===== src/rtl/pcie_tx_pkg.sv =====
// Shared types and constants for the PCIe transmit-side arbitration blocks.
package pcie_tx_pkg;

  typedef enum logic [1:0] {IDLE, REQ, XFER, GAP} state_e;

  localparam int TLP_DW      = 16;
  localparam int TIMEOUT_DEF = 1024;

endpackage


===== src/rtl/pcie_tx_arbiter_rr_pick.sv =====
// rr_pick: combinational round-robin selector; the first set request found
// searching upward from ptr+1 (modulo N) wins.
module rr_pick #(
  parameter int N  = 4,
  parameter int PW = (N > 1) ? $clog2(N) : 1
) (
  input  logic [N-1:0]  req,
  input  logic [PW-1:0] ptr,
  output logic [N-1:0]  onehot,
  output logic [PW-1:0] idx,
  output logic          valid
);

  always_comb begin
    onehot = '0;
    idx    = '0;
    valid  = 1'b0;
    // Scan farthest to nearest so the nearest candidate is the last one written.
    for (int k = N; k >= 1; k--) begin
      if (req[(int'(ptr) + k) % N]) begin
        onehot = '0;
        onehot[(int'(ptr) + k) % N] = 1'b1;
        idx   = PW'((int'(ptr) + k) % N);
        valid = 1'b1;
      end
    end
  end

endmodule


===== src/rtl/pcie_tx_arbiter.sv =====
// Round-robin arbiter sharing the PCIe VC0 transmit TLP interface between NREQ sources.
// Optional REQ-phase timeout is built when PCIE_TX_TIMEOUT_EN is defined.
module pcie_tx_arbiter
  import pcie_tx_pkg::*;
#(
  parameter int NREQ       = 4,
  parameter int DW         = TLP_DW,
  parameter int GAP_CYCLES = 1,
  parameter int TIMEOUT    = TIMEOUT_DEF
) (
  input  logic               clk,
  input  logic               rst,
  input  logic               dl_up_i,
  input  logic [NREQ-1:0]    req_i,
  input  logic [NREQ-1:0]    st_i,
  input  logic [NREQ-1:0]    end_i,
  input  logic [NREQ*DW-1:0] data_i,
  output logic [NREQ-1:0]    gnt_o,
  output logic [NREQ-1:0]    rdy_o,
  output logic               tx_req_o,
  input  logic               tx_rdy_i,
  output logic [DW-1:0]      tx_data_o,
  output logic               tx_st_o,
  output logic               tx_end_o,
  output logic               busy_o,
  output logic               timeout_o
);

  localparam int PW = $clog2(NREQ);

  if (NREQ < 2 || NREQ > 8 || GAP_CYCLES < 0 || GAP_CYCLES > 7 || TIMEOUT < 2) begin : g_param_chk
    $error("pcie_tx_arbiter: parameter out of range");
  end

  state_e          state, state_n;
  logic [NREQ-1:0] gnt, gnt_n;
  logic [PW-1:0]   gidx, gidx_n;
  logic [PW-1:0]   ptr, ptr_n;
  logic            txreq, txreq_n;
  logic [2:0]      gcnt, gcnt_n;

  logic [NREQ-1:0] pick_oh;
  logic [PW-1:0]   pick_idx;
  logic            pick_vld;
  logic            acc;

`ifdef PCIE_TX_TIMEOUT_EN
  localparam int TW = $clog2(TIMEOUT + 1);
  logic [TW-1:0] tcnt, tcnt_n;
  logic          to_q, to_n;
`endif

  rr_pick #(.N(NREQ), .PW(PW)) u_pick (
    .req    (req_i),
    .ptr    (ptr),
    .onehot (pick_oh),
    .idx    (pick_idx),
    .valid  (pick_vld)
  );

  always_comb begin
    state_n = state;
    gnt_n   = gnt;
    gidx_n  = gidx;
    ptr_n   = ptr;
    txreq_n = txreq;
    gcnt_n  = gcnt;
`ifdef PCIE_TX_TIMEOUT_EN
    tcnt_n  = tcnt;
    to_n    = 1'b0;
`endif
    case (state)
      IDLE: begin
        if (dl_up_i && pick_vld) begin
          gnt_n   = pick_oh;
          gidx_n  = pick_idx;
          txreq_n = 1'b1;
          state_n = REQ;
`ifdef PCIE_TX_TIMEOUT_EN
          tcnt_n  = TW'(TIMEOUT - 1);
`endif
        end
      end
      REQ: begin
        // A withdrawn request or link drop abandons without moving the pointer.
        if (!dl_up_i || !req_i[gidx]) begin
          gnt_n   = '0;
          txreq_n = 1'b0;
          state_n = IDLE;
        end else if (tx_rdy_i) begin
          state_n = XFER;
        end
`ifdef PCIE_TX_TIMEOUT_EN
        else if (tcnt == '0) begin
          gnt_n   = '0;
          txreq_n = 1'b0;
          ptr_n   = gidx;
          to_n    = 1'b1;
          state_n = IDLE;
        end else begin
          tcnt_n = tcnt - 1'b1;
        end
`endif
      end
      XFER: begin
        if (tx_rdy_i) begin
          txreq_n = 1'b0;
          if (end_i[gidx]) begin
            ptr_n   = gidx;
            gnt_n   = '0;
            gcnt_n  = 3'(GAP_CYCLES - 1);
            state_n = (GAP_CYCLES > 0) ? GAP : IDLE;
          end
        end
      end
      GAP: begin
        if (gcnt == '0) state_n = IDLE;
        else            gcnt_n  = gcnt - 1'b1;
      end
      default: state_n = IDLE;
    endcase
  end

  always_ff @(posedge clk or posedge rst) begin
    if (rst) begin
      state <= IDLE;
      gnt   <= '0;
      gidx  <= '0;
      ptr   <= PW'(NREQ - 1);
      txreq <= 1'b0;
      gcnt  <= '0;
`ifdef PCIE_TX_TIMEOUT_EN
      tcnt  <= '0;
      to_q  <= 1'b0;
`endif
    end else begin
      state <= state_n;
      gnt   <= gnt_n;
      gidx  <= gidx_n;
      ptr   <= ptr_n;
      txreq <= txreq_n;
      gcnt  <= gcnt_n;
`ifdef PCIE_TX_TIMEOUT_EN
      tcnt  <= tcnt_n;
      to_q  <= to_n;
`endif
    end
  end

  assign acc       = (state == XFER) && tx_rdy_i;
  assign rdy_o     = acc ? gnt : '0;
  assign tx_data_o = acc ? data_i[gidx*DW +: DW] : '0;
  assign tx_st_o   = acc && st_i[gidx];
  assign tx_end_o  = acc && end_i[gidx];
  assign gnt_o     = gnt;
  assign tx_req_o  = txreq;
  assign busy_o    = (state != IDLE);

`ifdef PCIE_TX_TIMEOUT_EN
  assign timeout_o = to_q;
`else
  assign timeout_o = 1'b0;
`endif

endmodule


===== config.mk =====
export PLATFORM = sky130hd
export DESIGN_NAME = pcie_tx_arbiter
export DESIGN_NICKNAME = d
export VERILOG_FILES = /design/src/rtl/pcie_tx_pkg.sv /design/src/rtl/pcie_tx_arbiter_rr_pick.sv /design/src/rtl/pcie_tx_arbiter.sv
export SDC_FILE = /design/constraint.sdc
export NUM_CORES = 1
export LEC_CHECK = 0
export CORE_MARGIN = 10
export CORE_UTILIZATION = 38
export DETAILED_ROUTE_END_ITERATION = 8
export GPL_ROUTABILITY_DRIVEN = 0
export PLACE_DENSITY = 0.79
export SYNTH_ARGS = -nofsm -noshare
export SYNTH_HDL_FRONTEND = slang
export SYNTH_SLANG_ARGS = --single-unit

===== constraint.sdc =====
create_clock -name clk -period 3.2 [get_ports clk]
set_input_delay 0.96 -clock clk [delete_from_list [all_inputs] [get_ports clk]]
set_output_delay 0.96 -clock clk [all_outputs]
set_load 0.02 [all_outputs]

==> metrics.yaml <==
multiInputGateArea_um2: 1310
die_x_um: 88.7
synth_cell_types: 43
worst_pin_slew_ns: 0.555
final_nets: 376
worstPathArrival_ns: 2.19
fin_cells: 334
drive_gt1_share_pct: 24.8
final_common_cell: "clkdlybuf4s50_1"
finClkSkew_ns: 0.00160
io_buffers: 107
antenna_left: 0
n_fill_cell: 365
outcome: "complete, no violations"
antenna_found_initial: 0
drt-wirelength-per-cell_um: 20.0
synthesis.nets: 263
cts_buffer_depth: 2
setup_viol: 0
hold_violations: 0
grt_pass1_vias: 1924
crit_chain: "clkdlybuf4s50_1 -> mux4_2 -> and3_1 -> buf_2"
post-cts-setup-buffers: 0
cts_made_buffers: 3
critPathKind: "input pin to output port"
synth_ff_type: "dfrtp_1"
final_cell_mix: "84 x clkdlybuf4s50_1, 21 x mux4_2, 21 x and3_1"
final_util_pct: 66.0
min_path_type: "register to register"
post-route-cell-area_um2: 2950
p_comb_share_pct: 73.6
post-route-period-util_pct: 98.5
syn-mean-instance-area_um2: 10.6
die-area_um2: 7870
vias_per_cell: 5.63
final.min_clock_period_ns: 3.15
finalPower_mw: 2.10
rsz0062_at_grt: "false"
cts_tree: "built"
endpoint_kind: "output port"
cts.sinks: 14
worst_slack_ns: 0.0489
p_leak_nw: 1.34
seq_area_um2: 353
post_dp_cell_area_um2: 2990
grt_pass1_wl_mm: 10.2
clk_latency_ns: 0.25
drc: 0
cp_max_fo: 1
synth-async-reset-ratio_pct: 100
required_ns: 2.24
start_util_pct: 40.1
grt_max_degree: 23
clkTransAtPathRegs_ns: 0.06
tns_ns: 0
syn2layout_area_growth_pct: 64.6
max-cap-violations: 0
dp.cells: 330
ys_seq_area_share_pct: 19.7
first_iter_violations: 81
n_antenna_cell: 0
htree_levels: 1
start_kind: "input pin"
power_density_nw_per_um2: 710
drv_slew: 0
critical_path.slowest_cell: "mux4_2"
track_usage_pct: 16.3
clock.fmax_mhz: 317
clockRootBuffer: "clkbuf_8"
critPathMaxStageDelay_ns: 0.48
synth_cells: 170
ioPinCount: 109
firstDrtPassIters: 4
dp_hpwl_mm: 5.58
synth_edf_count: 0
cts_hold_buffers: 0
vias: 1880
row_count: 24
die_h_um: 88.7
p_seq_share_pct: 17.9
wirelength_mm: 6.68
overflow: 0
ys_ff_latch: 14
core_um2: 4470
hold_ws_ns: 0.483
yosys_warnings: 0
power.switching_uw: 885
p_sw_share_pct: 42.2
pre_cts_ws_ns: -0.370
p_int_mw: 1.21
clock_power_share_pct: 8.5
synth_area_um2: 1790
peakVddDrop_v: 0.000508
max_slew_margin_pct: 63.0
## power groups by stage
| stage | clock network (mW) | registers (mW) | logic (mW) |
|---|---|---|---|
| after global routing | 0.188 | 0.397 | 1.70 |
| after global placement | 0 | 0.374 | 1.54 |
| after floorplan | 0 | 0.357 | 1.10 |
| after CTS | 0.182 | 0.378 | 1.56 |
| final | 0.178 | 0.377 | 1.54 |
| after detailed placement | 0 | 0.381 | 1.59 |
## critical path: cells and delay by family
| kind | cells | cell delay, ns |
|---|---|---|
| buffers and inverters | 2 | 0.56 |
| AND/OR/NAND/NOR | 1 | 0.19 |
| multiplexers | 1 | 0.48 |
## metal layers
| layer | wire, um | GRT usage (%) |
|---|---|---|
| met1 | 2380 | 17.4 |
| met2 | 3400 | 29.5 |
| met3 | 840 | 6.89 |
| met4 | 70 | 2.64 |
| met5 | 0 | 0 |
## what timing repair did
item,in CTS,in global routing
pin swaps,0,0
resized for setup,74,3
setup endpoints to repair,22,3
## layout make-up
class | instances | share of cell area (%)
multi-input combinational | 130 | 44.4
tap | 52 | 2.20
sequential | 14 | 11.9
timing repair buffer | 121 | 38.0
clock buffer | 4 | 1.86
inverter | 13 | 1.65
## cell usage after synthesis (2+ instances only)
master,instances,share of area [%]
a21oi_1,9,2.5
a221oi_1,3,1.5
a22o_1,2,0.98
a31oi_1,3,1.0
and2_1,2,0.70
and2b_2,2,0.98
and3_1,21,7.3
buf_1,2,0.42
buf_2,2,0.56
buf_4,2,0.84
buf_6,3,1.9
clkbuf_1,4,0.84
dfrtp_1,12,17
dfstp_2,2,2.9
ha_1,13,9.1
inv_1,13,2.7
mux2_2,5,3.1
mux2i_1,2,1.1
mux4_1,2,2.9
mux4_2,21,26
nand2_1,2,0.42
nand2b_1,2,0.70
nand3_1,2,0.56
nor2_1,9,1.9
nor3_1,4,1.1
nor3b_1,2,0.84
o21ai_0,7,2.0
or2_2,2,0.70
## worst paths after layout
check | start | endpoint | slack, ns | cells after the start
max reg2reg | ptr[0] | gnt_o[1] | 0.58 | 7
min in group asynchronous | rst | gcnt[2] | 1.07 | 2
max | data_i[49] | tx_data_o[1] | 0.05 | 4
max in group asynchronous | rst | ptr[1] | 1.76 | 2
min reg2reg | gcnt[0] | gcnt[0] | 0.48 | 1
min | gcnt[0] | gcnt[0] | 0.48 | 1
## flip-flops by register name (all words and copies together), names as in the netlist, named ones only
register  flops
gidx          2
gnt_o         4
state         1
tx_req_o      1
gcnt          3
ptr           2
## cells by family after synthesis
logic type | Yosys count | synth area share (%)
adders and majority gates | 13 | 9.07
buffers and inverters | 26 | 7.25
AOI/OAI and AO/OA | 34 | 12.4
xor gates and xnor gates | 1 | 0.488
other | 1 | 0.209
and+or+nand+nor | 51 | 17.4
DFF | 14 | 19.7
muxes | 30 | 33.5
(Power assumes the default switching activity.)
==> edit 1: new RTL, same settings <==
Build with the macro `PCIE_TX_TIMEOUT_EN` defined.
--- a/src/rtl/pcie_tx_arbiter.sv
+++ b/src/rtl/pcie_tx_arbiter.sv
@@ -1,5 +1,7 @@
 // Round-robin arbiter sharing the PCIe VC0 transmit TLP interface between NREQ sources.
 // Optional REQ-phase timeout is built when PCIE_TX_TIMEOUT_EN is defined.
+`define PCIE_TX_TIMEOUT_EN
+
 module pcie_tx_arbiter
   import pcie_tx_pkg::*;
 #(
Check against the original RTL: same outputs for any inputs over 4 cycles, from zero or initial values and one cycle with rst high; that may be too few to reach the edited logic, so the function may still have changed.
==> edit 1 against the original RTL <==
Setup slack worse by 27 ps; total power up 5.1%; wire length is 19% higher; sequential power is 39% higher; die area is 29% higher; critical path type unchanged; core utilization decreased by 8.0 points; sequential cell count up 12; final area rose by 25%; largest power group unchanged; non-clock buffer count fell by 1; critical path depth unchanged; area after synthesis grew 38%.
==> edit 1: results (changes against the original RTL) <==
----------------------------------------------------
[Final layout]
  Fraction of final layout cells sized beyond drive strength 1 ... 0.2114 (was 0.2482)
  # nets final ... 446 (was 376)
  Number of flip-flops under the largest register name ... 11 (was 4)
  Number of fill cells in the layout ... 558 (was 365)

[Worst setup path]
  Reg-to-reg slack, setup ... 850 ps (was 580 ps)
  WP data arrival ... 2220 ps (was 2190 ps)
  Critical Path Max Stage Delay ... 480 ps (about the same)
  Highest fanout seen on the critical path ... 2 (was 1)
  Reg2reg path depth ... 6 (was 7)
  Endpoint of the worst-slack reg-to-reg timing path ... gnt_o[2] (was gnt_o[1])

[GRT]
  Routing usage on met2 ... 0.2894 (was 0.2945)
  Global routing met1 resource utilization ... 0.1654 (was 0.1744)
  Wire length of the first global-routing pass ... 12,820 µm (was 10,180 µm)
  Overall track demand over capacity in global routing ... 0.1550 (was 0.1627)
  Vias in the first global route ... 2,536 (was 1,924)
  Largest net degree at the start of global routing ... 27 (was 23)

[Placement]
  Total half-perimeter wirelength after legalization and detailed placement ... 6721 µm (was 5579 µm)
  Placed Cells incl. Taps ... 423 (was 330)
  Quantity of I/O buffers inserted on ports ... 108 (was 107)
  Total placed instance area ... 3704 µm² (was 2992 µm²)
  Post-Place Worst Slack ... -393.9 ps (was -370.2 ps)

[Logic synthesis]
  Syn Nets ... 332 (was 263)
  Sequential element share of the synthesized area ... 0.2638 (was 0.1967)
  Post-synth top cells ... sky130_fd_sc_hd__dfrtp_1, sky130_fd_sc_hd__mux4_2, sky130_fd_sc_hd__nor2b_1, sky130_fd_sc_hd__inv_1, sky130_fd_sc_hd__ha_1 (was sky130_fd_sc_hd__and3_1, sky130_fd_sc_hd__mux4_2, sky130_fd_sc_hd__ha_1, sky130_fd_sc_hd__inv_1, sky130_fd_sc_hd__dfrtp_1)
  Synthesized instance count ... 237 (was 170)

[STA]
  Transition time at the pin with the least slew margin ... 480.0 ps (was 555.0 ps)
  Clock skew after layout ... 11.13 ps (was 1.600 ps)
  Worst hold slack ... 496.6 ps (was 482.9 ps)

[Power]
  Maximum resistive drop on vdd ... 0.0003508 V (was 0.0005077 V)
  Static Leakage ... 1.503 nW (was 1.341 nW)
  Share of total power consumed by net switching ... 0.4054 (was 0.4219)

[Routing]
  Count of routing violations after the opening detailed-route iteration ... 142 (was 81)
  Top routing layer in use ... met4 (unchanged)
  Mean number of vias per cell ... 5.546 (was 5.629)
  Detailed-routing wirelength on met1 ... 2857 µm (was 2377 µm)
  Met2 layer wire length in the routed design ... 4385 µm (was 3396 µm)
  Wire length per cell ... 18.61 µm (was 20.01 µm)
  Post-Route WL ... 7947 µm (was 6684 µm)

[Hold path]
  Worst hold start ... gcnt[2] (was gcnt[0])
  Hold-critical path endpoint ... gcnt[2] (was gcnt[0])

[CTS]
  Clock buffer depth ... 2 (unchanged)
  Gates resized, CTS repair ... 60 (was 74)
  Clock edge transition at the registers on the reported setup and hold paths ... 90 ps (was 60 ps)
  Clock latency of the later-clocked register in the worst-skew pair ... 270 ps (was 250 ps)

[Status]
  Status ... finished, final reports clean (unchanged)

----------------------------------------------------
edit 1: changes by cell type after synthesis, sizes merged, moves of 7 or more:
| cell | before | now |
|---|---|---|
| nor2b | 0 | 20 |
| and3 | 22 | 7 |
| nand2 | 2 | 12 |
| dfrtp | 12 | 24 |
| o21ai | 7 | 14 |
edit 1: power by group through the flow:
stage	combinational [mW]	clock [mW]	sequential [mW]
2_1_floorplan	1.05	0	0.514
3_3_place_gp	1.45	0	0.526
3_5_place_dp	1.48	0	0.533
4_1_cts	1.48	0.223	0.527
5_1_grt	1.61	0.236	0.541
6_report	1.46	0.216	0.525
edit 1: critical path, delay by kind of cell:
kind / cells / cell delay [ps]
buf+inv: 2 / 570
mux: 1 / 480
simple gates: 1 / 200
edit 1: cell type report:
type	count	area, µm²	area share
repair buffers	120	1120	0.3037
well taps	77	96.34	0.02613
multi-input cells	182	1695	0.4598
flip-flops and latches	26	653.1	0.1771
inverters	18	67.56	0.01832
clock buffers	4	55.05	0.01493
edit 1: worst max path at each step:
| stage | startpoint | endpoint | slack, ps | cells after the start |
|---|---|---|---|---|
| final | end_i[2] | tx_end_o | 20 | 4 |
| after floorplan | tx_rdy_i | tx_data_o[10] | 400 | 4 |
| after detailed placement | end_i[2] | tx_end_o | -390 | 4 |
| after CTS | data_i[54] | tx_data_o[6] | 0.6 | 4 |
| after global routing | data_i[46] | tx_data_o[14] | 2 | 4 |
| after global placement | end_i[2] | tx_end_o | -370 | 4 |
edit 1: cell families after synthesis:
family,share of synthesized area
simple gates,0.2228
compound gates,0.1359
buf+inv,0.05356
mux,0.2375
flops,0.2638
fa+ha+maj,0.07580
xor+xnor,0.01061
==> edit 2: new RTL, same settings <==
Without the edit above. Make the reset (`rst`) synchronous in one clocked block.
--- a/src/rtl/pcie_tx_arbiter.sv
+++ b/src/rtl/pcie_tx_arbiter.sv
@@ -121,7 +121,7 @@
     endcase
   end
 
-  always_ff @(posedge clk or posedge rst) begin
+  always_ff @(posedge clk) begin
     if (rst) begin
       state <= IDLE;
       gnt   <= '0;
Behaviour: differs if rst is asserted again (counterexample within 4 cycles, from zero or initial values and one cycle with rst high); with rst held inactive, the same outputs for 4 cycles.
==> edit 2 against the original RTL <==
Sequential cell count is the same; largest cell class unchanged; final area increased by 0.72%; wire length is 3.5% higher; global-route usage rose by 1.5 points; final cell count grew 5.7%; via count increased by 4.8%; critical path depth unchanged; area after synthesis rose by 1.2%; setup slack got worse by 22 ps; non-clock buffer count is the same.
Power is left out: it rests on default switching activity, and per cell area and clock period it moved more than threefold.
==> edit 2: results (changes against the original RTL) <==
----------------------------------------------------
[Status]
  Status ... finished, final reports clean (unchanged)

[Logic synthesis]
  Netlist cell types ... 47 (was 43)
  Post-synth ARST share ... 0 (was 1.000)
  Post-synth top cells ... sky130_fd_sc_hd__mux4_2, sky130_fd_sc_hd__and3_1, sky130_fd_sc_hd__dfxtp_1, sky130_fd_sc_hd__a21oi_1, sky130_fd_sc_hd__ha_1 (was sky130_fd_sc_hd__and3_1, sky130_fd_sc_hd__mux4_2, sky130_fd_sc_hd__ha_1, sky130_fd_sc_hd__inv_1, sky130_fd_sc_hd__dfrtp_1)
  Synth Flop Type ... sky130_fd_sc_hd__dfxtp_1 (was sky130_fd_sc_hd__dfrtp_1)
  Most area-consuming cells after synthesis ... sky130_fd_sc_hd__mux4_2, sky130_fd_sc_hd__dfxtp_1, sky130_fd_sc_hd__ha_1 (was sky130_fd_sc_hd__mux4_2, sky130_fd_sc_hd__dfrtp_1, sky130_fd_sc_hd__ha_1)
  Syn Nets ... 283 (was 263)
  Synthesized instance count ... 190 (was 170)
  Sequential element share of the synthesized area ... 0.1544 (was 0.1967)

[Worst setup path]
  Critical path destination ... tx_data_o[12] (was tx_data_o[1])
  Launch point of the critical path ... data_i[44] (was data_i[49])
  Worst path top cell family by delay ... buffers and inverters (unchanged)
  Reg-to-reg slack, setup ... 790 ps (was 580 ps)
  WP data arrival ... 2210 ps (was 2190 ps)
  Crit path max-delay cell type ... sky130_fd_sc_hd__mux4_2 (unchanged)
  Endpoint of the worst-slack reg-to-reg timing path ... gnt_o[3] (was gnt_o[1])
  Reg2reg path depth ... 6 (was 7)
  Launch point of the worst reg-to-reg path ... ptr[1] (was ptr[0])

[Routing]
  Count of routing violations after the opening detailed-route iteration ... 138 (was 81)
  Wire length per cell ... 19.59 µm (was 20.01 µm)
  Via count ... 1,971 (was 1,880)
  Post-Route WL ... 6915 µm (was 6684 µm)

[STA]
  Worst hold slack ... 477.6 ps (was 482.9 ps)
  Clock skew after layout ... 1.848 ps (was 1.600 ps)
  F_max ... 315.1 MHz (was 317.3 MHz)

[Placement]
  Post-Place Worst Slack ... -354.9 ps (was -370.2 ps)
  Total placed instance area ... 3010 µm² (was 2992 µm²)
  Placed Cells incl. Taps ... 349 (was 330)
  Total half-perimeter wirelength after legalization and detailed placement ... 5856 µm (was 5579 µm)
  Quantity of I/O buffers inserted on ports ... 107 (unchanged)

[Final layout]
  Fraction of final layout cells sized beyond drive strength 1 ... 0.2274 (was 0.2482)
  # nets final ... 393 (was 376)

[GRT]
  Overall track demand over capacity in global routing ... 0.1774 (was 0.1627)
  Largest net degree at the start of global routing ... 27 (was 23)
  Wire length of the first global-routing pass ... 10,900 µm (was 10,180 µm)

[Run]
  Max-cap check violation count ... 0 (unchanged)

[Hold path]
  Hold-critical path endpoint ... gnt_o[2] (was gcnt[0])
  Worst hold start ... gnt_o[2] (was gcnt[0])

----------------------------------------------------
-- edit 2: changes by cell type after synthesis, sizes merged, moves of 3 or more --
cell	before	now
a21oi	9	13
a31oi	3	0
clkbuf	4	7
dfrtp	12	0
dfxtp	0	14
nand2	2	9
nand2b	2	6
o211ai	0	3
-- edit 2: cell families (layout without fill, tap and decap cells) --
group                    after synthesis  after routing  share of synthesized area
adder cells (fa/ha/maj)               13             13                    0.08960
AND/OR/NAND/NOR                       56             56                     0.1751
buffers and inverters                 30            139                    0.06960
other                                  1              1                   0.002066
XOR/XNOR                               2              2                   0.009650
multiplexers                          29             29                     0.3205
flip-flops                            14             14                     0.1544
AO/OA/AOI/OAI                         45             45                     0.1792
-- edit 2: area by class of cell --
| type | count | area (µm²) |
|---|---|---|
| clock buffer | 4 | 55.05 |
| fill | 423 | 1717 |
| multi-input combinational | 146 | 1414 |
| timing repair buffer | 121 | 1106 |
| sequential | 14 | 280.3 |
| tap | 54 | 67.56 |
| inverter | 14 | 52.55 |
-- edit 2: worst reg2reg max path, cell delays in order (launching register included) --
cell                       delay [ps]
sky130_fd_sc_hd__dfxtp_1          530
sky130_fd_sc_hd__inv_1            240
sky130_fd_sc_hd__ha_1             430
sky130_fd_sc_hd__mux4_2           420
sky130_fd_sc_hd__nor3_2           240
sky130_fd_sc_hd__a221oi_1         100
sky130_fd_sc_hd__o41ai_1          350
-- edit 2: timing repair --
item,in CTS,in global routing
setup endpoints to repair,22,0
hold endpoints to repair,0,0
gates resized for setup,77,0
-- edit 2: metal layers --
layer	global-route usage	part of all wire	vias to the layer above
met5	0	0	-
met4	0.01879	0.0095	0
met3	0.04831	0.073	8
met2	0.3320	0.52	66
met1	0.2004	0.39	946
li1	-	-	951
